### config.mk
export PLATFORM = sky130hd
export DESIGN_NAME = sweep_bist_engine
export DESIGN_NICKNAME = d
export VERILOG_FILES = /design/src/rtl/bist_pkg.sv /design/src/rtl/misr_compactor.sv /design/src/rtl/sweep_bist_engine.sv
export SDC_FILE = /design/constraint.sdc
export NUM_CORES = 1
export LEC_CHECK = 0
export ABC_AREA = 1
export CORE_UTILIZATION = 35
export DETAILED_ROUTE_END_ITERATION = 6
export GPL_TIMING_DRIVEN = 0
export SYNTH_ARGS = -nofsm -noshare
export SYNTH_HDL_FRONTEND = slang
export SYNTH_HIERARCHICAL = 1
export SYNTH_SLANG_ARGS = --single-unit
### constraint.sdc
create_clock -name clk -period 1.9 [get_ports clk]
set_clock_uncertainty 0.2 [all_clocks]
set_input_delay 0.475 -clock clk [delete_from_list [all_inputs] [get_ports clk]]
set_output_delay 0.475 -clock clk [all_outputs]
set_load 0.1 [all_outputs]
### src/rtl/bist_pkg.sv
// Shared types and helpers for the exhaustive-sweep BIST engine.
package bist_pkg;

    typedef enum logic [1:0] {IDLE, RUN, DRAIN, DONE} bist_state_e;

    localparam logic MODE_BIN  = 1'b0;
    localparam logic MODE_GRAY = 1'b1;

    // x^16 + x^14 + x^13 + x^11 + 1, right-shift Galois form
    localparam logic [15:0] DEF_POLY = 16'hB400;

    // Binary-reflected Gray code; callers truncate to their own width.
    function automatic logic [31:0] gray_enc(input logic [31:0] v);
        return v ^ (v >> 1);
    endfunction

endpackage

### src/rtl/misr_compactor.sv
// Galois MISR: folds one response word per enabled cycle into a signature.
module misr_compactor #(
    parameter int               SIG_W = 16,
    parameter logic [SIG_W-1:0] POLY  = SIG_W'(bist_pkg::DEF_POLY)
) (
    input  logic             clk,
    input  logic             rst_n,
    input  logic             clear,
    input  logic             en,
    input  logic [SIG_W-1:0] data,
    output logic [SIG_W-1:0] sig
);

    // Clear wins over a same-cycle update so a new run starts from zero.
    always_ff @(posedge clk or negedge rst_n) begin
        if (!rst_n)
            sig <= '0;
        else if (clear)
            sig <= '0;
        else if (en)
            sig <= (sig >> 1) ^ (sig[0] ? POLY : '0) ^ data;
    end

endmodule

### src/rtl/sweep_bist_engine.sv
// Exhaustive {b,a} sweep generator with MISR response compaction.
module sweep_bist_engine
    import bist_pkg::*;
#(
    parameter int               A_W      = 5,
    parameter int               B_W      = 5,
    parameter int               Y_W      = 3,
    parameter int               X_W      = 3,
    parameter int               PIPE_LAT = 0,
    parameter int               SIG_W    = 16,
    parameter logic [SIG_W-1:0] POLY     = SIG_W'(DEF_POLY)
) (
    input  logic               clk,
    input  logic               rst_n,
    input  logic               start,
    input  logic               mode,
    input  logic [SIG_W-1:0]   exp_sig,
    output logic [A_W-1:0]     a_out,
    output logic [B_W-1:0]     b_out,
    input  logic [Y_W-1:0]     y_in,
    input  logic [X_W-1:0]     xe_in,
    output logic               busy,
    output logic               done,
    output logic               pass,
    output logic [SIG_W-1:0]   signature,
    output logic [A_W+B_W:0]   vec_count
);

    localparam int N = A_W + B_W;
    // Low counter bits during the final DRAIN cycle (counter restarts at 2^N there).
    localparam logic [N-1:0] DRAIN_LAST = N'(PIPE_LAT - 1);

    bist_state_e     state_q, state_d;
    logic [N:0]      cnt_q, cnt_inc;
    logic [N-1:0]    vec_q, vec_nxt;
    logic            mode_q;
    logic            start_ok;
    logic [PIPE_LAT:0] vld_pipe;
    logic [SIG_W-1:0] resp;

    // MSB of cnt_inc rises exactly when the last vector has been issued.
    assign cnt_inc = cnt_q + (N+1)'(1);
    assign vec_nxt = (mode_q == MODE_GRAY) ? N'(gray_enc(32'(cnt_inc[N-1:0])))
                                           : cnt_inc[N-1:0];
    assign a_out   = vec_q[A_W-1:0];
    assign b_out   = vec_q[N-1:A_W];
    assign resp    = SIG_W'({xe_in, y_in});

    // State register.
    always_ff @(posedge clk or negedge rst_n) begin
        if (!rst_n) state_q <= IDLE;
        else        state_q <= state_d;
    end

    // Next-state and status decode.
    always_comb begin
        state_d  = state_q;
        start_ok = 1'b0;
        busy     = 1'b0;
        done     = 1'b0;
        pass     = 1'b0;
        case (state_q)
            IDLE: begin
                if (start) begin
                    start_ok = 1'b1;
                    state_d  = RUN;
                end
            end
            RUN: begin
                busy = 1'b1;
                if (cnt_inc[N]) state_d = (PIPE_LAT > 0) ? DRAIN : DONE;
            end
            DRAIN: begin
                busy = 1'b1;
                if (cnt_q[N-1:0] == DRAIN_LAST) state_d = DONE;
            end
            DONE: begin
                done = 1'b1;
                pass = (signature == exp_sig);
                if (start) begin
                    start_ok = 1'b1;
                    state_d  = RUN;
                end
            end
            default: state_d = IDLE;
        endcase
    end

    // Sweep counter, registered operand vector and latched mode.
    always_ff @(posedge clk or negedge rst_n) begin
        if (!rst_n) begin
            cnt_q  <= '0;
            vec_q  <= '0;
            mode_q <= MODE_BIN;
        end else if (start_ok) begin
            cnt_q  <= '0;
            vec_q  <= '0;   // vector 0 is 0 in both orders
            mode_q <= mode;
        end else if (state_q == RUN) begin
            cnt_q <= cnt_inc;
            if (!cnt_inc[N]) vec_q <= vec_nxt;   // hold last vector into DRAIN/DONE
        end else if (state_q == DRAIN) begin
            cnt_q <= cnt_inc;
        end
    end

    // Valid bits: stage 0 marks a live vector on a_out/b_out, stage PIPE_LAT its response.
    always_ff @(posedge clk or negedge rst_n) begin
        if (!rst_n) begin
            vld_pipe <= '0;
        end else begin
            vld_pipe[0] <= start_ok || (state_q == RUN && !cnt_inc[N]);
            for (int i = 1; i <= PIPE_LAT; i++)
                vld_pipe[i] <= vld_pipe[i-1];
        end
    end

    // Count of responses folded into the signature this run.
    always_ff @(posedge clk or negedge rst_n) begin
        if (!rst_n)                  vec_count <= '0;
        else if (start_ok)           vec_count <= '0;
        else if (vld_pipe[PIPE_LAT]) vec_count <= vec_count + (N+1)'(1);
    end

    misr_compactor #(.SIG_W(SIG_W), .POLY(POLY)) u_misr (
        .clk   (clk),
        .rst_n (rst_n),
        .clear (start_ok),
        .en    (vld_pipe[PIPE_LAT]),
        .data  (resp),
        .sig   (signature)
    );

endmodule
==> metrics <==
status=finished, violations left; violated checks=setup timing; placer congestion estimate=0.856; sequential area share after synthesis=41.5%; routed length per placed instance=13.6 um; remaining antenna violation count after routing=0; CTS max path bufs=2; fmax=417 MHz; global-route wire length before repair=13,400 um; critical path class=input pin to output pin; count of mapped cells out of synthesis=400; number of inserted diodes=0; worst path arrival time=1.73 ns; switching power=4.14 mW; Total Routed Length=8440 um; met3 global-route usage=3.61%; area enclosed by the die boundary=9350 um^2; slew at the pin closest to its max-slew limit=0.640 ns; share of layout cells above drive strength 1=34.7%; routing usage on met2=27.9%; Final min period=2.40 ns; max-cap violations=0; antenna violations before repair=0; power per standard cell area=1640 nW/um^2; met1 capacity usage during global routing=23.8%; count of warnings emitted by yosys=6; number of clock sinks=52; Mapped Area=3140 um^2; initial core utilization=36.1%; count of distinct cell types in the synthesized netlist=30; Finish-stage setup viols=14; Layout Nets=543; length in cells of the worst reg-to-reg path=10; critical path required time=1.22 ns; nature of the critical path endpoint=output pin; total routing usage reported by global routing=17.5%; Hold WS=0.297 ns; H-tree levels=2; detailed-route vias per instance=4.87; register-to-register path setup slack=-0.06 ns; clock transition at the registers of the reported paths=0.10 ns; final core area utilization=52.7%; synthesis-stage register bit count=52; clock network latency to the later pin of the worst-skew pair=0.31 ns; grt total ovfl=0; Filler cells=809; leading register cell type out of synthesis=sky130_fd_sc_hd__dfrtp_1; count of flip-flops with a built-in enable after synthesis=0; Leak=2.19 nW; Area Overhead vs Synth=45.8%; endpoint of the lowest-slack register-to-register path=u_misr/sig[3]; largest fanout of any net on the critical path=2; category of the worst setup path launch point=input pin; 1st-iter DRT viols=98; setup TNS=-1.24 ns; Die Ht=96.7 um; VDD IR-drop max=0.945 mV; slew margin rel.=57.4%; RSZ-0062 raised after global routing=yes; worst-case setup margin in the final layout=-0.500 ns; Endpoint, Worst Hold=vec_count[4]; standard-cell row count=34; proportion of power drawn by flip-flops and latches=25.0%; CTS tree=done; vias in the first global route=2,869; Min-Delay Path Class=flip-flop to flip-flop; start point of the worst min-delay path=vec_count[4]; DR DRC count=0; Floorplan Core Area=8680 um^2; Period Utilization, post-route=126%; launch instance of the worst register-to-register path=state_q[0]; number of buffers added by the clock tree synthesis step=5; total via count in the routed design=3,026; Final HPWL DP=5860 um; worst slack, placed=-1.64 ns; cell at the root of the clock tree=sky130_fd_sc_hd__clkbuf_8; Power Internal=3.34 mW; clock power share=10.4%; synthesized area divided by synthesized cell count=7.84 um^2; buffers added on ports=65; I/O pin count=66; global-route layer with the greatest usage=met2; Combinational Power Share=64.7%; proportion of total power due to net switching=55.3%; horizontal die dimension=96.7 um; launch point of the worst path=exp_sig[0]; Final Hold Vio Count=0; maximum number of pins on one net before global-route repair=28; count of TritonRoute iterations in the first routing pass=4; async set-or-reset flop fraction in the synthesized netlist=100%; number of stages on the worst hold path=1; Final Slew Violations=0
-- state kept, by name, indices dropped and copies added, names as in the netlist --
signal      cells
vec_count      11
vld_pipe        1
state_q         2
mode_q          1
cnt_q          11
u_misr/sig     16
vec_q          10
-- synth_stat cells (all sizes together) (3+ instances only) --
| master | number | share of area (%) |
|---|---|---|
| nand2 | 118 | 15 |
| dfrtp | 52 | 41 |
| inv | 50 | 6.0 |
| nand3 | 38 | 8.6 |
| nor2 | 31 | 5.3 |
| o21ai | 30 | 4.8 |
| xnor2 | 16 | 4.5 |
| o22ai | 12 | 2.4 |
| nand4 | 9 | 2.3 |
| a21oi | 8 | 1.3 |
| nor3 | 8 | 1.3 |
| xor2 | 7 | 2.0 |
| buf | 6 | 1.5 |
| ha | 5 | 2.0 |
| nand3b | 3 | 0.72 |
-- worst max-delay path: stages --
cell and delay, ns:
sky130_fd_sc_hd__clkdlybuf4s50_1 0.46, sky130_fd_sc_hd__inv_1 0.05, sky130_fd_sc_hd__a22o_1 0.21, sky130_fd_sc_hd__nor2_2 0.10, sky130_fd_sc_hd__nand3_2 0.11, sky130_fd_sc_hd__nor2_4 0.14, sky130_fd_sc_hd__buf_12 0.18
-- metal layers --
metal / routed length (um) / part of all wire (%) / up-vias
met2: 4010 / 48 / 77
met3: 396 / 4.7 / 9
met4: 104 / 1.2 / 0
met5: 0 / 0 / -
li1: - / - / 1510
met1: 3930 / 47 / 1430
-- layout by cell type, fill, tap and decap left out, types with 5 or more instances in the layout --
cell type	n
sky130_fd_sc_hd__o21ai_0	15
sky130_fd_sc_hd__nor2_1	20
sky130_fd_sc_hd__nor3_1	5
sky130_fd_sc_hd__xnor2_1	15
sky130_fd_sc_hd__clkbuf_8	5
sky130_fd_sc_hd__buf_6	10
sky130_fd_sc_hd__nand3_2	15
sky130_fd_sc_hd__inv_1	43
sky130_fd_sc_hd__dfrtp_2	21
sky130_fd_sc_hd__buf_2	31
sky130_fd_sc_hd__nor2_4	6
sky130_fd_sc_hd__nand2_2	6
sky130_fd_sc_hd__dlygate4sd2_1	6
sky130_fd_sc_hd__o21ai_1	6
sky130_fd_sc_hd__a21oi_1	8
sky130_fd_sc_hd__o21ai_2	9
sky130_fd_sc_hd__dfrtp_1	27
sky130_fd_sc_hd__nand2_1	108
sky130_fd_sc_hd__clkbuf_4	7
sky130_fd_sc_hd__nand4_1	8
sky130_fd_sc_hd__o22ai_1	6
sky130_fd_sc_hd__conb_1	13
sky130_fd_sc_hd__clkdlybuf4s50_1	18
sky130_fd_sc_hd__nand3_1	21
sky130_fd_sc_hd__xor2_1	7
sky130_fd_sc_hd__buf_4	17
-- power groups by stage --
| stage | combinational [mW] | sequential (mW) | clock (mW) |
|---|---|---|---|
| finish | 4.84 | 1.87 | 0.775 |
| global route | 5.14 | 1.93 | 0.842 |
| CTS | 4.17 | 1.86 | 0.802 |
| detailed placement | 4.09 | 1.88 | 0 |
| global placement | 4.06 | 1.87 | 0 |
| floorplan | 1.60 | 3.38 | 0 |
-- through the flow --
| stage | total power, mW | cell area (um^2) | std cells |
|---|---|---|---|
| after floorplan | 4.97 | 3280 | 412 |
| after global placement | 5.93 | 4070 | 585 |
| after detailed placement | 5.97 | 4080 | 586 |
| after CTS | 6.83 | 4200 | 604 |
| after global routing | 7.92 | 4570 | 621 |
| final | 7.48 | 4570 | 621 |
-- cell families (layout without fill, tap and decap cells) --
family | Yosys count | after routing | share of synthesized area, %
other | 1 | 13 | 0.120
DFF | 52 | 52 | 41.5
adders and majority gates | 5 | 5 | 1.99
xor gates and xnor gates | 23 | 23 | 6.42
buffers and inverters | 58 | 158 | 7.74
and+or+nand+nor | 209 | 210 | 33.2
AOI/OAI and AO/OA | 52 | 52 | 9.01
-- worst max-delay path by stage --
stage / end / slack [ns]
6_report: pass / -0.50
5_1_grt: pass / -0.58
4_1_cts: pass / -0.50
3_5_place_dp: pass / -1.64
3_3_place_gp: vec_count[1] / -1.90
2_1_floorplan: pass / -0.47
-- layout make-up --
type / instances / area [um^2] / area share [%]
Multi-Input combinational cell: 303 / 1930 / 42.1
Clock buffer: 6 / 72.6 / 1.59
Tap cell: 108 / 135 / 2.95
Sequential cell: 52 / 1340 / 29.3
Inverter: 50 / 203 / 4.43
Clock inverter: 2 / 35.0 / 0.766
Timing Repair Buffer: 92 / 785 / 17.1
Buffer: 8 / 75.1 / 1.64
-- what timing repair did --
| item | CTS | global route |
|---|---|---|
| pin swaps | 12 | 19 |
| hold endpoints to repair | 15 | 0 |
| gates resized for setup | 234 | 69 |
| cloned | 1 | 3 |
| hold buffers | 1 | 0 |
| setup buffers | 8 | 15 |
| endpoints found under the setup margin | 80 | 55 |
No activity file was read; power rests on OpenSTA's default activity.
==> patch (same settings) <==
Set the parameter `PIPE_LAT` to 1 (it was 0). Comments in the files are not updated.
--- a/src/rtl/sweep_bist_engine.sv
+++ b/src/rtl/sweep_bist_engine.sv
@@ -6,7 +6,7 @@
     parameter int               B_W      = 5,
     parameter int               Y_W      = 3,
     parameter int               X_W      = 3,
-    parameter int               PIPE_LAT = 0,
+    parameter int               PIPE_LAT = 1,
     parameter int               SIG_W    = 16,
     parameter logic [SIG_W-1:0] POLY     = SIG_W'(DEF_POLY)
 ) (
Function: changed (Yosys sat finds a counterexample within 4 cycles, from zero or initial values and one cycle with rst_n low).
==> patch against the unedited design <==
Clock power is 8.0% lower; the run still ends with setup timing left; final area is 1.3% higher; sequential cell count is 1 higher; power is 7.6% higher; count of clock-buffer cells in the layout is 1 higher; worst setup slack better by 0.090 ns; synthesized cell count is 6.5% higher; synthesized area is 0.12% higher; routed wire length is 2.9% higher; sequential share of layout area is 0.66 points higher; largest power group unchanged.
==> patch: results (changes against the unedited design) <==
Final layout
  – Net count, final: 574 (+5.7%)
  – Fill count: 849 (+4.9%)
  – Share of cells above drive strength 1: 0.352 (+0.00542)

Critical path
  – CP Launch Point: u_misr/sig[7]$_DFFE_PN0P_
  – Largest stage delay, worst path: 0.53 ns (+0.07 ns)
  – Max stage delay cell, worst path: dfrtp_4
  – Cell family contributing the most delay on the critical path: simple AND/OR/NAND/NOR gates
  – Reg2reg end: cnt_q[5]$_DFFE_PN0P_
  – FF-to-FF setup slack: -0.17 ns (-0.11 ns)
  – Crit Path Max Fanout: 5 (+3)
  – Data arrival, critical path: 1.63 ns (-0.10 ns)

STA
  – Worst setup margin: -0.410 ns (+0.0905 ns)
  – Worst Tran Pin Value: 0.514 ns (-0.126 ns)
  – Final number of setup-violating endpoints: 33 (+19)

Placed design
  – Setup WS pre-CTS: -1.49 ns (+0.151 ns)
  – Post-Place Cell Area: 4090 sq um (+0.18%)
  – Placer Congestion: 0.835 (-2.5%)
  – Number of buffers added on ports: 65 (unchanged)

Global route
  – First-pass GRT wire length: 14100 microns (+5.0%)
  – GRT Util Overall: 0.183 (+0.00843)
  – Largest net degree at the start of global routing: 36 (+29%)
  – Grt met2 use: 0.311 (+0.0325)
  – GR Layer Usage met3: 0.0318 (-0.00434)

Drt
  – Vias: 3130 (+3.4%)
  – Starting DRT DRC Count: 74 (-24%)
  – TritonRoute pass-1 iters: 5 (+1)
  – Drt wl/cell: 13.4 microns (-1.7%)

Synthesis
  – Top cells by area, synth: dfrtp_1, nand2_1, inv_1
  – Synthesized area: 3140 sq um (+0.12%)
  – Register area share after synthesis: 0.422 (+0.00747)
  – Synth cell count leaders: nand2_1, dfrtp_1, inv_1
  – Post-synth cell types: 33 (+10%)

Power
  – Static leakage: 2.24 nW (+2.3%)

Worst hold path
  – Min-delay worst type: reg -> reg
  – HP Start: vld_pipe[0]$_DFF_PN0_

Status
  – Failing checks: setup timing
  – Status: finished with violations
-- patch: cell types whose count changed after synthesis, moves of 5 or more --
cell / before / now
nand3_2: 11 / 2
nand2_1: 114 / 134
nor2_1: 27 / 39
nand3_1: 25 / 30
-- patch: worst min path at each step --
stage	endpoint	cells after the start
floorplan	cnt_q[0]$_DFFE_PN0P_	0
global placement	vld_pipe[1]$_DFF_PN0_	0
detailed placement	vld_pipe[1]$_DFF_PN0_	0
CTS	vld_pipe[1]$_DFF_PN0_	0
global route	vld_pipe[1]$_DFF_PN0_	0
finish	vld_pipe[1]$_DFF_PN0_	0
-- patch: layout make-up --
| class | instances | area share |
|---|---|---|
| plain buffers | 6 | 0.0108 |
| clock buffers | 7 | 0.0208 |
| clock inverters | 1 | 0.00108 |
| inverters | 57 | 0.0526 |
| multi-input cells | 322 | 0.414 |
| flip-flops and latches | 53 | 0.300 |
| well taps | 108 | 0.0291 |
| repair buffers | 96 | 0.171 |
-- patch: stage by stage --
| stage | instances | power [mW] | hold slack, ns | utilization | TNS (ns) |
|---|---|---|---|---|---|
| 2_1_floorplan | 438 | 5.07 | -0.0206 | - | -1.09 |
| 3_3_place_gp | 611 | 6.09 | 0.134 | 0.467 | -116.22 |
| 3_5_place_dp | 612 | 6.13 | 0.140 | 0.469 | -25.33 |
| 4_1_cts | 634 | 7.06 | 0.157 | 0.479 | -1.66 |
| 5_1_grt | 650 | 8.53 | 0.177 | 0.532 | -7.08 |
| 6_report | 650 | 8.05 | 0.163 | 0.532 | -4.26 |
-- patch: power breakdown --
part,switching (mW),internal (mW),total (mW)
Sequential,0.371,1.51,1.88
Clock,0.383,0.331,0.713
Combinational,3.66,1.80,5.45
Total,4.41,3.64,8.05
-- patch: logic make-up after synthesis --
logic type,count (synthesis),share of synthesized area
compound gates,49,0.0869
xor+xnor,19,0.0530
fa+ha+maj,7,0.0279
buf+inv,63,0.0809
flops,53,0.422
other cells,1,0.00119
simple gates,234,0.328
-- patch: timing repair --
item / 4_1_cts / 5_1_grt
endpoints found under the hold margin: 18 / 0
cloned: 0 / 1
endpoints found under the setup margin: 79 / 48
gates resized for setup: 243 / 99
hold buffers: 1 / 0
setup buffers: 13 / 16
pin swaps: 21 / 26
-- patch: metal layers --
layer / routed length, microns / vias up
met5: 0 / -
met4: 61 / 0
met3: 277 / 6
met2: 4380 / 53
met1: 3970 / 1497
li1: - / 1574
-- patch: worst register-to-register path: cells and delay by family (launching register included) --
kind                     cells  cell delay [ns]
AND/OR/NAND/NOR              2             0.23
adder cells (fa/ha/maj)      1             0.22
buffers and inverters        6             0.80
flip-flops                   1             0.44
AO/OA/AOI/OAI                1             0.12
